<file path="src/rtl/vga_timing_generator.sv">
// VGA raster generator: pixel/line counters, 1-based visible coordinates,
// registered blanked color, registered syncs and a once-per-frame tick.
module vga_timing_generator #(
  parameter int   H_VISIBLE   = 640,
  parameter int   H_FRONT     = 16,
  parameter int   H_SYNC      = 96,
  parameter int   H_BACK      = 48,
  parameter int   V_VISIBLE   = 480,
  parameter int   V_FRONT     = 10,
  parameter int   V_SYNC      = 2,
  parameter int   V_BACK      = 33,
  parameter logic SYNC_ACTIVE = 1'b0
) (
  input  logic        CLOCK_25,
  input  logic        RESET,
  input  logic [2:0]  color_in,
  output logic [11:0] x,
  output logic [11:0] y,
  output logic        active,
  output logic [2:0]  rgb,
  output logic        hsync,
  output logic        vsync,
  output logic        frame_tick
);

  localparam int H_TOTAL = H_VISIBLE + H_FRONT + H_SYNC + H_BACK;
  localparam int V_TOTAL = V_VISIBLE + V_FRONT + V_SYNC + V_BACK;

  localparam logic [11:0] H_VIS_C  = 12'(H_VISIBLE);
  localparam logic [11:0] H_LAST   = 12'(H_TOTAL - 1);
  localparam logic [11:0] HS_START = 12'(H_VISIBLE + H_FRONT);
  localparam logic [11:0] HS_END   = 12'(H_VISIBLE + H_FRONT + H_SYNC);
  localparam logic [11:0] V_VIS_C  = 12'(V_VISIBLE);
  localparam logic [11:0] V_LAST   = 12'(V_TOTAL - 1);
  localparam logic [11:0] VS_START = 12'(V_VISIBLE + V_FRONT);
  localparam logic [11:0] VS_END   = 12'(V_VISIBLE + V_FRONT + V_SYNC);
  localparam logic [11:0] V_TICK   = 12'(V_VISIBLE - 1);

  logic [11:0] h_cnt_q, h_cnt_d;
  logic [11:0] v_cnt_q, v_cnt_d;
  logic [2:0]  rgb_q, rgb_d;
  logic        hsync_q, hsync_d;
  logic        vsync_q, vsync_d;
  logic        tick_q, tick_d;
  logic        h_active, v_active, h_last, v_last;

  always_comb begin
    h_active = (h_cnt_q < H_VIS_C);
    v_active = (v_cnt_q < V_VIS_C);
    h_last   = (h_cnt_q == H_LAST);
    v_last   = (v_cnt_q == V_LAST);

    h_cnt_d = h_last ? 12'd0 : h_cnt_q + 12'd1;
    v_cnt_d = v_cnt_q;
    if (h_last) begin
      v_cnt_d = v_last ? 12'd0 : v_cnt_q + 12'd1;
    end

    // Everything registered below is decoded from the pre-edge counters so
    // rgb and both syncs leave the block on the same clock.
    rgb_d   = (h_active && v_active) ? color_in : 3'b000;
    hsync_d = ((h_cnt_q >= HS_START) && (h_cnt_q < HS_END)) ? SYNC_ACTIVE : ~SYNC_ACTIVE;
    vsync_d = ((v_cnt_q >= VS_START) && (v_cnt_q < VS_END)) ? SYNC_ACTIVE : ~SYNC_ACTIVE;
    tick_d  = h_last && (v_cnt_q == V_TICK);
  end

  always_ff @(posedge CLOCK_25 or posedge RESET) begin
    if (RESET) begin
      h_cnt_q <= 12'd0;
      v_cnt_q <= 12'd0;
      rgb_q   <= 3'b000;
      hsync_q <= ~SYNC_ACTIVE;
      vsync_q <= ~SYNC_ACTIVE;
      tick_q  <= 1'b0;
    end else begin
      h_cnt_q <= h_cnt_d;
      v_cnt_q <= v_cnt_d;
      rgb_q   <= rgb_d;
      hsync_q <= hsync_d;
      vsync_q <= vsync_d;
      tick_q  <= tick_d;
    end
  end

  assign x          = h_active ? h_cnt_q + 12'd1 : 12'd0;
  assign y          = v_active ? v_cnt_q + 12'd1 : 12'd0;
  assign active     = h_active && v_active;
  assign rgb        = rgb_q;
  assign hsync      = hsync_q;
  assign vsync      = vsync_q;
  assign frame_tick = tick_q;

endmodule

</file>
<file path="config.mk">
export PLATFORM = sky130hd
export DESIGN_NAME = vga_timing_generator
export DESIGN_NICKNAME = d
export VERILOG_FILES = /design/src/rtl/vga_timing_generator.sv
export SDC_FILE = /design/constraint.sdc
export NUM_CORES = 1
export LEC_CHECK = 0
export ABC_AREA = 1
export BUFFER_PORTS_ARGS = -buffer_cell sky130_fd_sc_hd__buf_2
export CORE_MARGIN = 5
export CORE_UTILIZATION = 25
export DETAILED_ROUTE_END_ITERATION = 10
export PLACE_DENSITY_LB_ADDON = 0.1
export SYNTH_ARGS = -nofsm -noshare
export SYNTH_HDL_FRONTEND = slang
export SYNTH_SLANG_ARGS = --single-unit
</file>
<file path="constraint.sdc">
create_clock -name CLOCK_25 -period 1.45 [get_ports CLOCK_25]
set_input_delay 0.145 -clock CLOCK_25 [delete_from_list [all_inputs] [get_ports CLOCK_25]]
set_output_delay 0.145 -clock CLOCK_25 [all_outputs]
set_load 0.005 [all_outputs]
</file>
# Word level (Yosys, flattened, before mapping)
# Cells that the tools add are included.
[word_totals]
ff_bits = 30
latch_bits = 0
ramBits = 0
rom_bits = 0
in_bits = 5
wordCells = 28
n_memories = 0
[classes]
addsub = 2
n_mul = 0
n_div = 0
magnitude_cmp = 6
eq_ne = 3
shift = 0
n_mux = 7
bitwise_logic = 0
n_reduce_logical = 4
[ops]
columns = ["cell", "n"]
rows = [
  ["$mux W12", 4],
  ["$add A12 B1 Y12 const B", 2],
  ["$eq A12 B10 Y1 const B", 2],
  ["$lt A12 B10 Y1 const B", 2],
  ["$lt A12 B9 Y1 const B", 2],
  ["$eq A12 B9 Y1 const B", 1],
  ["$ge A12 B10 Y1 const B", 1],
  ["$ge A12 B9 Y1 const B", 1],
  ["$logic_and A1 B1 Y1", 4],
  ["$mux W3", 1],
  ["$mux W1", 2],
]

# Depth between registers and ports, before layout
# Gate-level depths: netlist of the first run.
[logic_depth]
word_depth = 3
depth_mapped = 8
ltp_nobuf = 8

# Worst setup path after synthesis of the first run
# OpenSTA, ideal clock, no wires.
[synth_path]
path_kind = "register to output"
start = "register h_cnt_q[0]"
end = "output x[8]"
arrival_ps = 1255
t_required_ps = 1305
slack_ps = 50
stages_incl_launch_ff = 8
path_cell_list = "dfrtp_1 > ha_1 > nand2_1 > nor2_2 > inv_1 > o21ai_0 > nand2_1 > nor2_1"
[synth_between]
elab_chain_cells = 2
[synth_lines]
columns = ["element", "line_no", "source"]
rows = [
  ["from (decl)", "39", "logic [11:0] h_cnt_q, h_cnt_d;"],
  ["from (signal assigned)", "76", "h_cnt_q <= h_cnt_d;"],
  ["$add A12 B1 Y12 / $lt A12 B10 Y1 (equally long branches)", "85, 48", ""],
  ["$mux W12 *", "85", "assign x = h_active ? h_cnt_q + 12'd1 : 12'd0;"],
  ["to (decl)", "17", "output logic [11:0] x,"],
]
# Every way passes the cells marked *; elsewhere a longest branch is shown, timed or not.

# Worst setup path after layout of the first run
[layout_path]
start = "register v_cnt_q[1]"
end = "output y[8]"
[layout_between]
elab_chain_cells = 2
[layout_lines]
columns = ["element", "line_no", "source"]
rows = [
  ["from (decl)", "40", "logic [11:0] v_cnt_q, v_cnt_d;"],
  ["from (signal assigned)", "77", "v_cnt_q <= v_cnt_d;"],
  ["$add A12 B1 Y12 / $lt A12 B9 Y1 (equally long branches)", "86, 49", ""],
  ["$mux W12 *", "86", "assign y = v_active ? v_cnt_q + 12'd1 : 12'd0;"],
  ["to (decl)", "18", "output logic [11:0] y,"],
]
# Marked as above.

==> results.json, run 1 <==
{
  "cts_made_buffers": 5,
  "cts_buffer_depth": 2,
  "p_per_area_nw_per_um2": 525,
  "violations": "negative setup slack",
  "crit_arrival_ps": 1560,
  "clock-sinks": 30,
  "hold_path_end": "rgb[1]",
  "area_growth_pct": 66.8,
  "route.met3.wl_um": 234,
  "hold_viol": 0,
  "setup_viol": 38,
  "start_kind": "flip-flop",
  "wirelength_um": 5880,
  "rsz0062_at_grt": "true",
  "fill_cells": 761,
  "fmax_ghz": 0.588,
  "met1Wirelength_um": 2570,
  "synth_cell_types": 28,
  "rr_endpoint": "v_cnt_q[6]",
  "antenna_found_initial": 0,
  "post-route-period-util": 1.17,
  "ys_seq_area_frac": 0.407,
  "worstReg2RegStart": "h_cnt_q[1]",
  "io_pins": 36,
  "ys_warn_count": 0,
  "ir_worst_vdd_v": 0.000364,
  "hp-start": "color_in[1]",
  "placementRows": 31,
  "critical_path_class": "reg2out",
  "outcome": "finished, violations left",
  "final_util": 0.428,
  "wl_per_cell_um": 12.8,
  "die_w_um": 96.1,
  "cp-startpoint": "v_cnt_q[1]",
  "numPortBuffers": 30,
  "ant_nets": 0,
  "cp.required_ps": 1310,
  "max_cap_violations": 0,
  "routed-via-count": 1950,
  "slew_violations": 0,
  "dp_slack_ps": -114,
  "root_buffer": "clkbuf_8",
  "dp_hpwl_um": 3770,
  "avgSynthCellArea_sq_um": 7.15,
  "post_route_cells_drive_above_1_share": 0.510,
  "fp.coreArea_sq_um": 7210,
  "hp-class": "in2reg",
  "regToRegSetupSlack_ps": -100,
  "start_util": 0.257,
  "min_period_ps": 1700,
  "worstSetupEndpointType": "output port",
  "power.leakage_nw": 1.56,
  "worstPathMaxFanout": 4,
  "gp_congestion": 0.797,
  "maxUsedRoutingLayer": "met4",
  "cts_tree": "done",
  "clock_skew_ps": 2.94,
  "final_cell_mix": "buf_4, nand2_1, nor2_1",
  "dr.pass1.iters": 4,
  "total_power_mw": 1.62,
  "min_path_cells": 2,
  "grt_pass1_wl_um": 9400,
  "synth.cell_area_sq_um": 1850,
  "final_nets": 369,
  "ys_ff_latch": 30,
  "ff2ff_path_depth": 9,
  "viasPerCell": 4.24,
  "drtIter0Drc": 63,
  "gr-total-overflow": 0,
  "grt_max_degree": 31,
  "die-area_sq_um": 9230,
  "drc": 0,
  "final_common_cell": "buf_4",
  "antenna-diode-count": 0,
  "clk_pin_slew_ps": 70,
  "worstSkewPairLatency_ps": 280,
  "wl_met2_um": 2970,
  "post-route-worst-setup-slack_ps": -251,
  "grt_pass1_vias": 1990,
  "syn_inst": 259,
  "htreeDepth": 2,
  "grt_use_total": 0.133,
  "die_h_um": 96.1
}
-- power breakdown --
| part | internal (mW) | switching, mW |
|---|---|---|
| logic | 0.0125 | 0.0259 |
| clock network | 0.382 | 0.361 |
| registers | 0.841 | 0.000786 |
| total | 1.23 | 0.387 |
-- metal layers --
metal,global-route usage,vias up
li1,-,986
met1,0.159,919
met2,0.231,34
met3,0.0250,11
met4,0.0557,0
met5,0,-
-- cell usage after synthesis, drive strengths merged --
| cell type | instances | area (sq um) |
|---|---|---|
| nor3b | 3 | 22.5 |
| clkinv | 1 | 5.00 |
| nor4 | 1 | 6.26 |
| nor2 | 51 | 206 |
| a21oi | 2 | 10.0 |
| dfstp | 2 | 52.6 |
| nand3 | 23 | 128 |
| nand4 | 6 | 37.5 |
| inv | 35 | 131 |
| and2 | 1 | 6.26 |
| nand3b | 1 | 7.51 |
| o21ai | 5 | 25.0 |
| o211ai | 1 | 7.51 |
| nand2 | 69 | 262 |
| buf | 10 | 77.6 |
| nor3 | 5 | 25.0 |
| ha | 4 | 50.1 |
| conb | 1 | 3.75 |
| xor2 | 10 | 87.6 |
| dfrtp | 28 | 701 |
-- cell families (layout without fill, tap and decap cells) --
family	Yosys count	after routing	share of synthesized area
adder cells (fa/ha/maj)	4	4	0.0270
flip-flops	30	30	0.407
AND/OR/NAND/NOR	160	160	0.378
buffers and inverters	46	144	0.116
AO/OA/AOI/OAI	8	8	0.0230
XOR/XNOR	10	10	0.0473
other	1	5	0.00203
-- flip-flops by register name (all words and copies together), names as in the netlist --
name        count
vsync           1
v_cnt_q        12
rgb             3
frame_tick      1
h_cnt_q        12
hsync           1
-- stage by stage --
step / TNS (ps) / hold WS (ps) / instance area [sq um] / instances
floorplan: 0 / 234 / 1870 / 263
CTS: -5350 / 99.1 / 2860 / 454
detailed placement: -1150 / 271 / 2330 / 418
global placement: -766 / 258 / 2330 / 418
global route: -8450 / 99.4 / 3090 / 460
finish: -4590 / 110 / 3090 / 460
-- worst max path at each step --
stage,depth (start not counted),end
CTS,8,x[8]
global placement,8,x[8]
finish,6,y[8]
floorplan,7,x[8]
global route,6,y[8]
detailed placement,8,x[8]
-- final cells by class --
type	count	area (sq um)	area share
clock buffer	6	82.6	0.0267
clock inverter	2	12.5	0.00405
inverter	36	148	0.0478
multi-input combinational	187	1170	0.380
sequential	30	757	0.245
tap	99	124	0.0401
timing repair buffer	99	774	0.251
timing repair inverter	1	16.3	0.00527
-- what timing repair did --
| item | CTS | global route |
|---|---|---|
| gates resized for setup | 55 | 59 |
| setup endpoints to repair | 38 | 42 |
| gates cloned | 2 | 1 |
| pin swaps | 19 | 24 |
| hold buffers | 1 | 0 |
| buffers inserted | 25 | 11 |
| endpoints found under the hold margin | 28 | 0 |
-- worst max-delay path: stages, from the launching register on --
cell	delay, ps
dfrtp_1	410
ha_2	240
nand3_4	90
nor2_4	180
nand3_2	110
a21oi_2	130
buf_2	120
No activity file was read; power rests on OpenSTA's default activity.
==> run 2: changes to the inputs <==
ABC_AREA = unset   (was 1)
SLEW_MARGIN = 20   (was unset)
==> run 2 against run 1 <==
  * The flow still finishes with violations (negative setup slack)
  * Sequential power barely moved
  * Via count down 10%
  * Critical path depth shrank 1
  * Register-to-register slack got worse by 340 ps
  * Worst hold slack got worse by 37 ps
  * Sequential share of layout area increased by 0.46 points
  * Critical endpoint is now v_cnt_q[8]
  * Highest routed layer unchanged
==> results.json, run 2 <==
{
  "timing.hold.ws_ps": 72.3,
  "routed-via-count": 1746,
  "worstPathMaxFanout": 3,
  "avgSynthCellArea_sq_um": 8.87,
  "p_per_area_nw_per_um2": 507,
  "grt_use_total": 0.121,
  "io_pins": 36,
  "antenna-diode-count": 0,
  "synth_compound_area_frac": 0.0578,
  "clk_pin_slew_ps": 70,
  "switching_power_mw": 0.354,
  "place_area_sq_um": 2360,
  "ys_seq_area_frac": 0.435,
  "antenna_found_initial": 0,
  "final_nets": 308,
  "wl_per_cell_um": 14.1,
  "wirelength_um": 5360,
  "comb_power_share": 0.024,
  "die_w_um": 93.2,
  "numPortBuffers": 30,
  "synth_edf_count": 0,
  "ant_nets": 0,
  "viasPerCell": 4.61,
  "yosysTopAreaCell": "dfrtp_1",
  "cp.required_ps": 1620,
  "synth-xor-area-share": 0.0954,
  "switching_share": 0.231,
  "hp-class": "in2reg",
  "outcome": "finished, violations left",
  "area_growth_pct": 74.3,
  "final_util": 0.446,
  "gr-total-overflow": 0,
  "ir_worst_vdd_v": 0.000241,
  "met1Wirelength_um": 2480,
  "placementRows": 30,
  "ys_warn_count": 0,
  "max_cap_violations": 0,
  "design_area_sq_um": 3020,
  "seqPwrFrac": 0.551,
  "synth_adder_area_share": 0.0289,
  "min_period_ps": 1890,
  "clock-sinks": 30,
  "drc": 0,
  "synth_cell_types": 35,
  "ys_top_cells_by_area": "dfrtp_1, nor2_1, xor2_1",
  "yosys.area_share.simple": 0.296,
  "rsz0062_at_grt": "true",
  "synth_top_family_by_area": "simple AND/OR/NAND/NOR gates",
  "synth.cell_area_sq_um": 1730,
  "post_route_cells_drive_above_1_share": 0.595,
  "post-route-worst-setup-slack_ps": -435,
  "async_reset_ff_frac": 1.00,
  "regToRegSetupSlack_ps": -440,
  "grt_pass1_vias": 1660,
  "cts_tree": "done",
  "maxUsedRoutingLayer": "met4",
  "drtIter0Drc": 64,
  "power.leakage_nw": 1.40,
  "violations": "negative setup slack",
  "wl_met2_um": 2600,
  "muxShareOfSynthArea": 0.0116,
  "grt_pass1_wl_um": 8180,
  "synthTopCellsByCount": "dfrtp_1, nor2_1, inv_1",
  "final_cell_mix": "buf_4, buf_2, dfrtp_1",
  "hold_viol": 0,
  "regArea_sq_um": 753,
  "internal_power_mw": 1.18,
  "die-area_sq_um": 8690,
  "start_kind": "flip-flop",
  "cts_made_buffers": 5,
  "multi_input_comb_area_sq_um": 1210,
  "grt_max_degree": 31,
  "worstSetupEndpointType": "flip-flop",
  "fill_cells": 677,
  "clock_skew_ps": 8.95,
  "synth.most_common_cell": "dfrtp_1",
  "worstSkewPairLatency_ps": 280,
  "start_util": 0.256,
  "post-route-period-util": 1.30,
  "final_common_cell": "buf_4",
  "die_h_um": 93.2,
  "gp_congestion": 0.825,
  "ys.flop_type": "dfrtp_1",
  "crit_arrival_ps": 2060,
  "route.met3.wl_um": 195,
  "root_buffer": "clkbuf_8",
  "fmax_ghz": 0.530,
  "total_power_mw": 1.53,
  "htreeDepth": 2,
  "synth_top_area_frac": 0.405,
  "syn_inst": 195,
  "cts_buffer_depth": 2,
  "dp_hpwl_um": 3520,
  "p_clk_frac": 0.425,
  "final_cells": 379,
  "dp_cells": 348,
  "critical_path_class": "reg2reg",
  "fp.coreArea_sq_um": 6760,
  "ys_ff_latch": 30,
  "slew_violations": 0,
  "setup_viol": 43,
  "dr.pass1.iters": 4
}
==> run 2: metal layers <==
metal | vias up | global-route usage
met3 | 8 | 0.0290
li1 | 863 | -
met2 | 32 | 0.190
met4 | 0 | 0.0403
met1 | 843 | 0.164
met5 | - | 0
==> run 2: path summary, 6_finish.rpt <==
kind | start | to | cells past startpoint
setup reg to reg | h_cnt_q[0] | v_cnt_q[8] | 5
min in group asynchronous | RESET | v_cnt_q[1] | 4
hold / removal | color_in[1] | rgb[1] | 2
hold reg to reg | h_cnt_q[0] | h_cnt_q[0] | 2
max in group asynchronous | RESET | hsync | 4
setup / recovery | h_cnt_q[0] | v_cnt_q[8] | 5
==> run 2: layout make-up <==
class                   instances  share of cell area
clock buffers                   5              0.0228
flip-flops and latches         30               0.250
well taps                      80              0.0332
inverters                      14              0.0182
repair buffers                106               0.272
clock inverters                 2             0.00332
multi-input cells             142               0.401
==> run 2: critical path, cell delays in order, from the launching register on <==
cell     delay [ps]
dfrtp_1         360
ha_2            190
nand4_1         150
or4_4           600
or3_4           360
xnor2_2         130
==> run 2: per-stage QoR <==
| step | setup WS (ps) | TNS, ps |
|---|---|---|
| global placement | -361 | -4140 |
| CTS | -385 | -9420 |
| floorplan | -468 | -6260 |
| global route | -552 | -12850 |
| finish | -435 | -9340 |
| detailed placement | -376 | -4430 |
==> run 2: cell families after synthesis <==
group / after synthesis
DFF: 30
adders and majority gates: 4
buffers and inverters: 28
AOI/OAI and AO/OA: 18
and+or+nand+nor: 94
muxes: 2
xor gates and xnor gates: 18
other: 1
==> run 2: power by group through the flow <==
stage               clock network, mW  logic [mW]  registers [mW]
CTS                             0.683      0.0388           0.841
global placement                    0      0.0370           0.857
detailed placement                  0      0.0366           0.857
floorplan                           0      0.0277           0.858
global route                    0.727      0.0443           0.841
finish                          0.650      0.0371           0.842
==> run 2: repair_timing <==
action | CTS | global route
resized for setup | 22 | 71
hold buffers | 1 | 0
gates cloned | 1 | 1
endpoints found under the setup margin | 40 | 45
setup buffers | 11 | 14
endpoints found under the hold margin | 28 | 0
pin swaps | 11 | 32
==> run 3: changes to the inputs <==
SETUP_SLACK_MARGIN = 0.1   (was unset)
==> run 3 against run 2 <==
  * The run still ends with negative setup slack left
  * Critical path depth unchanged
  * First-iteration DRC count decreased by 45%
  * Cell count decreased by 1.8%
  * Maximum frequency increased by 2.9%
  * Clock power decreased by 2%
  * Global-route usage decreased by 0.35 points
  * Flip-flop and latch count unchanged
  * Largest cell class unchanged
  * Largest power group unchanged
==> results.json, run 3 (same netlist as run 2, synthesis figures left out) <==
{
  "outcome": "finished, violations left",
  "violations": "negative setup slack",
  "area_growth_pct": 64.2,
  "cp.required_ps": 1610,
  "routed-via-count": 1632,
  "post-route-worst-setup-slack_ps": -382,
  "slew_violations": 0,
  "critPathBufInv": 1,
  "wirelength_um": 4810,
  "dp_cells": 350,
  "min_period_ps": 1830,
  "final_common_cell": "buf_4",
  "die_h_um": 93.2,
  "p_per_area_nw_per_um2": 533,
  "post-route-period-util": 1.26,
  "grt_pass1_vias": 1660,
  "met1Wirelength_um": 2120,
  "setup_viol": 40,
  "power.leakage_nw": 1.34,
  "crit_chain": "or3_4 -> or4_4 -> buf_6 -> a21o_1 -> a21o_1",
  "grt_max_degree": 31,
  "placementRows": 30,
  "drtIter0Drc": 35,
  "dp_hpwl_um": 3530,
  "dp_slack_ps": -387,
  "antenna-diode-count": 0,
  "die-area_sq_um": 8690,
  "maxUsedRoutingLayer": "met4",
  "crit_family": "simple AND/OR/NAND/NOR gates",
  "crit_arrival_ps": 1990,
  "die_w_um": 93.2,
  "fp.coreArea_sq_um": 6760,
  "root_buffer": "clkbuf_8",
  "cts_made_buffers": 5,
  "place_area_sq_um": 2430,
  "slowest_stage": "or4_4",
  "design_area_sq_um": 2840,
  "grt_pass1_wl_um": 7940,
  "crit_path_max_incr_delay_ps": 430,
  "htreeDepth": 2,
  "cts_buffer_depth": 2,
  "final_cells": 372,
  "fmax_ghz": 0.546,
  "antenna_found_initial": 0,
  "start_util": 0.256,
  "ant_nets": 0,
  "rsz0062_at_grt": "true",
  "numPortBuffers": 30,
  "final_cell_mix": "buf_4, buf_2, dfrtp_1",
  "hold_viol": 0,
  "worstPathMaxFanout": 10,
  "io_pins": 36,
  "post_route_cells_drive_above_1_share": 0.521,
  "critical_path_class": "reg2reg",
  "critPathMostFrequentCell": "a21o_1",
  "clock-sinks": 30,
  "hp-class": "in2reg",
  "worstSetupEndpointType": "flip-flop",
  "gr-total-overflow": 0,
  "max_cap_violations": 0,
  "ir_worst_vdd_v": 0.000390,
  "viasPerCell": 4.39,
  "grt_use_total": 0.118,
  "worstSkewPairLatency_ps": 270,
  "route.met3.wl_um": 170,
  "clk_pin_slew_ps": 60,
  "final_nets": 300,
  "clock_skew_ps": 6.06,
  "wl_per_cell_um": 12.9,
  "gp_congestion": 0.746,
  "dr.pass1.iters": 4,
  "cts_tree": "done",
  "wl_met2_um": 2490,
  "drc": 0,
  "start_kind": "flip-flop",
  "timing.hold.ws_ps": 78.0
}
-- run 3: metal layers --
| layer | track usage | vias to the layer above |
|---|---|---|
| li1 | - | 839 |
| met1 | 0.144 | 764 |
| met2 | 0.204 | 25 |
| met3 | 0.0290 | 4 |
| met4 | 0.0366 | 0 |
| met5 | 0 | - |
-- run 3: metrics by stage --
| step | setup TNS [ps] | util | power (mW) |
|---|---|---|---|
| 5_1_grt | -12320 | 0.421 | 1.58 |
| 3_3_place_gp | -4860 | 0.359 | 0.894 |
| 3_5_place_dp | -4740 | 0.359 | 0.894 |
| 2_1_floorplan | -6440 | - | 0.886 |
| 4_1_cts | -8860 | 0.406 | 1.55 |
| 6_report | -8780 | 0.421 | 1.51 |
-- run 3: final timing paths --
check                      slack (ps)  cells past startpoint    endpoint   startpoint
setup / recovery                 -380                      5  v_cnt_q[4]   h_cnt_q[7]
min in group asynchronous         500                      4  h_cnt_q[7]        RESET
setup reg to reg                 -380                      5  v_cnt_q[4]   h_cnt_q[7]
max in group asynchronous         630                      4       vsync        RESET
hold reg to reg                   550                      2       vsync   v_cnt_q[2]
hold / removal                     80                      2      rgb[0]  color_in[0]
-- run 3: cell type report --
type | count | area [sq um]
clock buffers | 8 | 80.1
fillers | 698 | 3920
inverters | 14 | 52.6
multi-input cells | 142 | 1150
flip-flops and latches | 30 | 754
well taps | 80 | 100
repair buffers | 98 | 701
-- run 3: worst register-to-register path: cells and delay by family (launching register included) --
kind | cells | cell delay, ps
AND/OR/NAND/NOR | 2 | 850
flip-flops | 1 | 380
AO/OA/AOI/OAI | 2 | 320
buffers and inverters | 1 | 160
-- run 3: what timing repair did --
action / CTS / global route
buffers inserted: 8 / 6
pin swaps: 21 / 9
hold buffers: 1 / 0
resized for setup: 37 / 15
gates cloned: 1 / 0
endpoints found under the setup margin: 42 / 47
hold endpoints to repair: 28 / 0
-- run 3: where the power goes --
group          internal (mW)  total, mW  switching (mW)
combinational         0.0123     0.0364          0.0241
clock                  0.340      0.635           0.294
sequential             0.842      0.843        0.000976
total                   1.19       1.51           0.320
